### config.mk
export PLATFORM = sky130hd
export DESIGN_NAME = gray_counter_sync
export DESIGN_NICKNAME = d
export VERILOG_FILES = /design/src/rtl/gray_counter_sync.sv
export SDC_FILE = /design/constraint.sdc
export NUM_CORES = 1
export LEC_CHECK = 0
export BUFFER_PORTS_ARGS = -buffer_cell sky130_fd_sc_hd__buf_2
export CORE_UTILIZATION = 38
export CTS_CLUSTER_DIAMETER = 40
export DETAILED_ROUTE_END_ITERATION = 8
export PLACE_DENSITY = 0.66
export REMOVE_ABC_BUFFERS = 1
export SLEW_MARGIN = 20
export SYNTH_ARGS = -nofsm -noshare
export SYNTH_HDL_FRONTEND = slang
export SYNTH_SLANG_ARGS = --single-unit
### constraint.sdc
create_clock -name CLK -period 5.3 [get_ports CLK]
set_input_delay 0 -clock CLK [delete_from_list [all_inputs] [get_ports CLK]]
set_output_delay 0 -clock CLK [all_outputs]
set_load 0.005 [all_outputs]
### src/rtl/gray_counter_sync.sv
// Fully synchronous up/down Gray-code counter with parallel Gray load,
// wrap or saturate at terminal count, and a sticky overflow flag.
module gray_counter_sync #(
  parameter int WIDTH = 4,
  parameter bit WRAP  = 1'b1
) (
  input  logic             CLK,
  input  logic             RST,
  input  logic             EN,
  input  logic             UP,
  input  logic             LD,
  input  logic [WIDTH-1:0] D,
  output logic [WIDTH-1:0] G,
  output logic [WIDTH-1:0] B,
  output logic             TC,
  output logic             OVF
);

  localparam logic [WIDTH-1:0] ALL_ONES = '1;
  localparam logic [WIDTH-1:0] ZERO     = '0;
  localparam logic [WIDTH-1:0] ONE      = {{(WIDTH-1){1'b0}}, 1'b1};

  logic [WIDTH-1:0] b_q, b_d;
  logic [WIDTH-1:0] g_q, g_d;
  logic             ovf_q, ovf_d;
  logic             tc;

  function automatic logic [WIDTH-1:0] gray2bin(input logic [WIDTH-1:0] gv);
    logic [WIDTH-1:0] bv;
    bv[WIDTH-1] = gv[WIDTH-1];
    for (int i = WIDTH - 2; i >= 0; i--) begin
      bv[i] = bv[i+1] ^ gv[i];
    end
    return bv;
  endfunction

  assign tc = (UP && (b_q == ALL_ONES)) || (!UP && (b_q == ZERO));

  always_comb begin
    b_d   = b_q;
    g_d   = g_q;
    ovf_d = ovf_q;
    if (LD) begin
      b_d   = gray2bin(D);
      g_d   = D;
      ovf_d = 1'b0;
    end else if (EN) begin
      if (tc) begin
        ovf_d = 1'b1;
        // Saturate mode leaves b_d at b_q, so the Gray code holds as well.
        if (WRAP) begin
          b_d = UP ? ZERO : ALL_ONES;
        end
      end else begin
        b_d = UP ? (b_q + ONE) : (b_q - ONE);
      end
      g_d = b_d ^ (b_d >> 1);
    end
  end

  always_ff @(posedge CLK) begin
    if (RST) begin
      b_q   <= ZERO;
      g_q   <= ZERO;
      ovf_q <= 1'b0;
    end else begin
      b_q   <= b_d;
      g_q   <= g_d;
      ovf_q <= ovf_d;
    end
  end

  assign G   = g_q;
  assign B   = b_q;
  assign TC  = tc;
  assign OVF = ovf_q;

endmodule

==> results.cfg, run 1 <==
[status]
status = complete, no violations

[timing]
setup_viol = 0
slew_violations = 0
hold_viol_final = 0
tightest_slew_ns = 0.367
maxClockFrequency_mhz = 532
fin_crit_ns = 1.88
period_share = 0.354
skew_ns = 0.00389
rsz0062_at_grt = no
finalWorstSetupSlack_ns = 3.42
finalSetupTns_ns = 0
slew_headroom = 0.754

[synth]
yosys-top-cells-count = 10 x a21oi_1, 8 x dfxtp_1, 6 x inv_1
synth_flop_cell = dfxtp_1
synthArstFlopShare = 0
synth.avg_cell_area_um2 = 8.36
synth_most_common_cell = a21oi_1
yosys.area.top_type = dfxtp_1
yosys.area.top_type_share = 0.252
ys_warn_count = 0
ys_seq_elements = 8
ys_top_cells_by_area = dfxtp_1 25%, a21oi_1 7.9%, a211oi_1 5.9%, xor2_1 5.5%, ha_1 3.9%
synth-edff-count = 0
ys_types = 35
seq_area_frac_synth = 0.252
synthCells = 76
syn_area_um2 = 636

[finish]
antenna_cells = 0
finalInstanceArea_um2 = 749
drive_gt1_frac = 0.290
multi_input_area_um2 = 434
final_net_count = 107
syn2layout_area_growth_pct = 17.9
final-seq-area_um2 = 160
fill_cells = 166

[global_route]
grt_pass1_wl_um = 2590
grt-ovfl-total = 0
grt_pass1_vias = 601
antenna_found_initial = 0
grt_max_degree = 17
grtUsageTotal = 0.185

[floorplan]
die_w_um = 42.9
floorplan.rows = 14
die_y_um = 42.9
core_area_mm2 = 0.00154
die-area_mm2 = 0.00184
initial_utilization = 0.412
num_io_pins = 19

[placement]
placement.io_buffers = 18
place_congestion = 0.789
placed_area_um2 = 727
hpwl_um = 1110
pre_cts_ws_ns = 3.43

[setup_path]
slowest_stage = fa_1
cp_cell_sequence = fa_1 -> a211o_2 -> a311o_1 -> a21oi_1
slowest_delay_ns = 0.54
path_max_fanout = 9
crit_arrival_ns = 2.06
path_class = register to register
cp_data_required_time_ns = 5.48
crit_path_start_kind = register
end_kind = register
crit_path_start = B[1]
r2r-start = B[1]

[route]
antenna_left = 0
wl_um = 1510
drt_iter0_markers = 3
drtPass1Iterations = 4
drc = 0
routed_via_density = 6.09
wl_per_cell_um = 13.8
vias = 664

[pwr]
ir_drop_mv = 0.141
leakagePower_nw = 0.325
p_per_area_mw_per_mm2 = 267

[clock_tree]
cts_setup_buffers = 0
cts-resized-gates = 0
cts_buffer_depth = 2
clk_latency_ns = 0.25
clockRootBuffer = clkbuf_4
cts.sinks = 8
cts_tree = built
cts_hold_buf = 0
cts-buffers-inserted = 3
cts-htree-levels = 1
clkTransAtPathRegs_ns = 0.05

[worst_hold_path]
holdCritStartpoint = D[0]
min_path_type = input port to register

[run]
drv_cap = 0
==> flip-flops by register name (all words and copies together) (netlist names) <==
register  cells
B             4
G             3
OVF           1
==> layer usage <==
metal / global-route usage / wire length (um) / up-vias
met1: 0.235 / 722 / 318
met4: 0.0750 / 14 / 0
met5: 0 / 0 / -
li1: - / - / 323
met3: 0.0255 / 69 / 2
met2: 0.309 / 700 / 21
==> per-stage QoR <==
step | hold slack [ns] | std cells | utilization | power (mW)
2_1_floorplan | 0.0691 | 72 | - | 0.129
3_3_place_gp | 0.279 | 106 | 0.472 | 0.152
3_5_place_dp | 0.283 | 106 | 0.472 | 0.154
4_1_cts | 0.0170 | 109 | 0.486 | 0.202
5_1_grt | 0.0454 | 109 | 0.486 | 0.215
6_report | 0.0250 | 109 | 0.486 | 0.200
==> critical path: cells and delay by family, from the launching register on <==
| family | cells | cell delay (ns) |
|---|---|---|
| compound gates | 3 | 0.76 |
| fa+ha+maj | 1 | 0.54 |
| flops | 1 | 0.51 |
==> final timing paths <==
| kind | slack [ns] | to | cells after the start |
|---|---|---|---|
| setup / recovery | 3.42 | G[0] | 4 |
| hold / removal | 0.02 | G[0] | 3 |
| setup reg to reg | 3.42 | G[0] | 4 |
| hold reg to reg | 0.53 | OVF | 2 |
==> area by class of cell <==
| class | count | share of cell area |
|---|---|---|
| timing repair buffer | 18 | 0.120 |
| sequential | 8 | 0.214 |
| multi-input combinational | 58 | 0.579 |
| tap | 16 | 0.0267 |
| clock buffer | 3 | 0.0301 |
| inverter | 6 | 0.0301 |
==> where the power goes <==
group	internal, mW	total [mW]	switching, mW
logic	0.0368	0.0771	0.0403
clock network	0.0260	0.0471	0.0212
registers	0.0663	0.0758	0.00957
total	0.129	0.200	0.0711
==> cells by family (layout without fill, tap and decap cells) <==
kind of cell,count (synthesis),count (layout),share of synthesized area
AND/OR/NAND/NOR,22,22,0.205
flip-flops,8,8,0.252
adder cells (fa/ha/maj),3,3,0.0709
XOR/XNOR,6,6,0.0827
AO/OA/AOI/OAI,27,27,0.325
buffers and inverters,10,27,0.0650
==> layout by cell type (no fill, tap or decap) <==
cell / synthesis / layout
buf_2: 0 / 18
a21oi_1: 10 / 10
dfxtp_1: 8 / 8
inv_1: 6 / 6
a211oi_1: 5 / 5
nor2_1: 4 / 4
xor2_1: 4 / 4
nand2_1: 3 / 3
clkbuf_4: 0 / 3
xnor2_1: 2 / 2
nand4_1: 2 / 2
o31a_1: 2 / 2
nand3_1: 2 / 2
o211ai_1: 2 / 2
nor3b_1: 2 / 2
ha_1: 2 / 2
nor3_2: 1 / 1
and4_1: 1 / 1
a22o_4: 1 / 1
and3_1: 1 / 1
nand2b_1: 1 / 1
a221oi_1: 1 / 1
nor2b_1: 1 / 1
or3_1: 1 / 1
or3_4: 1 / 1
a31o_2: 1 / 1
a41oi_2: 1 / 1
and2_1: 1 / 1
o21ai_0: 1 / 1
nor3_1: 1 / 1
a211o_2: 1 / 1
a311o_1: 1 / 1
a32o_1: 1 / 1
fa_1: 1 / 1
Power figures use the tool's default switching activity.
==> run 2: changes to the inputs <==
- ABC_AREA: not set -> 1
- PLACE_DENSITY: 0.66 -> 0.69
- clock period: 5.3 -> 1.6 ns (I/O delays scaled with it)
==> run 2 against run 1 <==
  * Clock-buffer cell count stayed put
  * Via count is 0.75% higher
  * Largest power group unchanged
  * Sequential share of layout area is 0.095 points higher
==> results.cfg, run 2 <==
[setup_path]
crit_path_start = B[0]
end_kind = register
cp_data_required_time_ns = 1.75
path_class = register to register
r2r-start = B[0]
r2r_end = G[1]
slowest_stage = fa_1
cp_cell_sequence = fa_1 -> inv_1 -> o21ai_1 -> o21ai_1 -> nand2_1 -> a21oi_1
crit_path_start_kind = register
cp_top_family = adder cells
crit_arrival_ns = 1.70
crit_end = G[1]
cp_common_cell = o21ai_1
cp_num_buf_inv = 1
r2r_cells = 6
slowest_delay_ns = 0.59
worst-path-stages = 6
path_max_fanout = 3
r2r_setup_slack_ns = 0.06

[timing]
period_share = 0.964
fin_crit_ns = 1.54
tightest_slew_ns = 0.468
hold_ws_ns = 0.000510
finalSetupTns_ns = 0
slew_violations = 0
finalWorstSetupSlack_ns = 0.0582
skew_ns = 0.00121
hold_viol_final = 0
setup_viol = 0
slew_headroom = 0.687
maxClockFrequency_mhz = 649

[pwr]
leakagePower_nw = 0.376
ir_drop_mv = 0.515
clkPwrFrac = 0.252
intPower_uw = 411
seqPwrFrac = 0.360
switching_share = 0.370
p_per_area_mw_per_mm2 = 869
p_total_uw = 653
p_sw_uw = 242
p_comb_frac = 0.389

[synth]
yosys-top-cells-count = 26 x nand2_1, 8 x dfxtp_1, 8 x inv_1, 8 x nand3_1, 8 x nor2_1
yosys.area.top_type = dfxtp_1
synthArstFlopShare = 0
synth_flop_cell = dfxtp_1
synthCells = 93
ys_warn_count = 0
seq_area_frac_synth = 0.267
synth.avg_cell_area_um2 = 6.44
synth_most_common_cell = nand2_1
syn_area_um2 = 599
ys_top_cells_by_area = dfxtp_1 27%, nand2_1 16%, nand3_1 6.7%, inv_1 5.0%, nor2_1 5.0%
ys_types = 26
synth-edff-count = 0
ys_seq_elements = 8
yosys.area.top_type_share = 0.267

[finish]
syn2layout_area_growth_pct = 25.5
layout.cells.non_filler = 128
drive_gt1_frac = 0.283
fill_cells = 137
largest_reg_flops = 4
antenna_cells = 0
final_net_count = 127
finalInstanceArea_um2 = 752
multi_input_area_um2 = 410
mostFrequentLayoutCells = 26 x nand2_1, 18 x buf_2, 8 x inv_1, 8 x nand3_1, 8 x nor2_1
post-route-util = 0.544
final_common_cell = nand2_1
final-seq-area_um2 = 161

[global_route]
antenna_found_initial = 0
grt_pass1_vias = 552
grt_pass1_wl_um = 2260
grt-ovfl-total = 0
grtUsageTotal = 0.175
grt_max_degree = 12

[clock_tree]
clockRootBuffer = clkbuf_4
cts_tree = built
clk_latency_ns = 0.26
clkTransAtPathRegs_ns = 0.06
cts-buffers-inserted = 3
cts_buffer_depth = 2
cts-htree-levels = 1
cts.sinks = 8
cts_setup_buffers = 0

[floorplan]
core_area_mm2 = 0.00138
die-area_mm2 = 0.00174
die_y_um = 41.7
die_w_um = 41.7
num_io_pins = 19
initial_utilization = 0.433
floorplan.rows = 13

[status]
status = complete, no violations

[route]
routed_via_density = 5.23
antenna_left = 0
vias = 669
drc = 0
drt_iter0_markers = 17
wl_per_cell_um = 11.7
drtPass1Iterations = 4
wl_um = 1500

[run]
drv_cap = 0

[placement]
placed_area_um2 = 708
dp_cells = 125
placement.io_buffers = 18
hpwl_um = 1120
place_congestion = 0.796
pre_cts_ws_ns = 0.0795

[worst_hold_path]
min_path_type = input port to register
run 2: changes by cell type in the layout (fill, tap and decap cells not counted), moves of 4 or more:
cell	previous run	this run
nor2_1	4	8
a21oi_1	10	5
nand3_1	2	8
xor2_1	4	0
a211oi_1	5	0
nand2_1	3	26
a31oi_1	0	4
run 2: how the worst min path moves through the flow:
stage,endpoint,startpoint,depth (start not counted)
floorplan,B[0],RST,1
global placement,G[2],RST,2
detailed placement,G[2],RST,2
CTS,G[2],RST,2
global route,G[1],RST,2
finish,G[2],RST,2
run 2: power groups by stage:
stage          clock network, mW  registers (mW)  logic [mW]
3_5_place_dp                   0           0.238       0.239
6_report                   0.164           0.235       0.254
5_1_grt                    0.180           0.238       0.285
2_1_floorplan                  0           0.243       0.153
4_1_cts                    0.167           0.233       0.241
3_3_place_gp                   0           0.237       0.234
run 2: layer usage:
layer  up-vias  routed length (um)  global-route usage
li1        344                   -                   -
met1       304                 668               0.210
met2        19                 735               0.278
met3         2                  87              0.0783
met4         0                   6              0.0581
met5         -                   0                   0
run 2: layout make-up:
cell class	instances	area share
Inverter	9	0.0449
Timing Repair Buffer	20	0.140
Sequential cell	8	0.215
Tap cell	15	0.0250
Multi-Input combinational cell	73	0.546
Clock buffer	3	0.0300
run 2: logic make-up (layout without fill, tap and decap cells):
kind of cell,Yosys count,in the layout,synth area share
flops,8,8,0.267
simple gates,53,53,0.409
fa+ha+maj,3,3,0.0752
xor+xnor,2,2,0.0292
compound gates,15,15,0.138
buf+inv,12,32,0.0814
run 2: repair_timing:
item,4_1_cts,5_1_grt
gates resized for setup,0,3
endpoints found under the setup margin,0,4
hold buffers,0,0
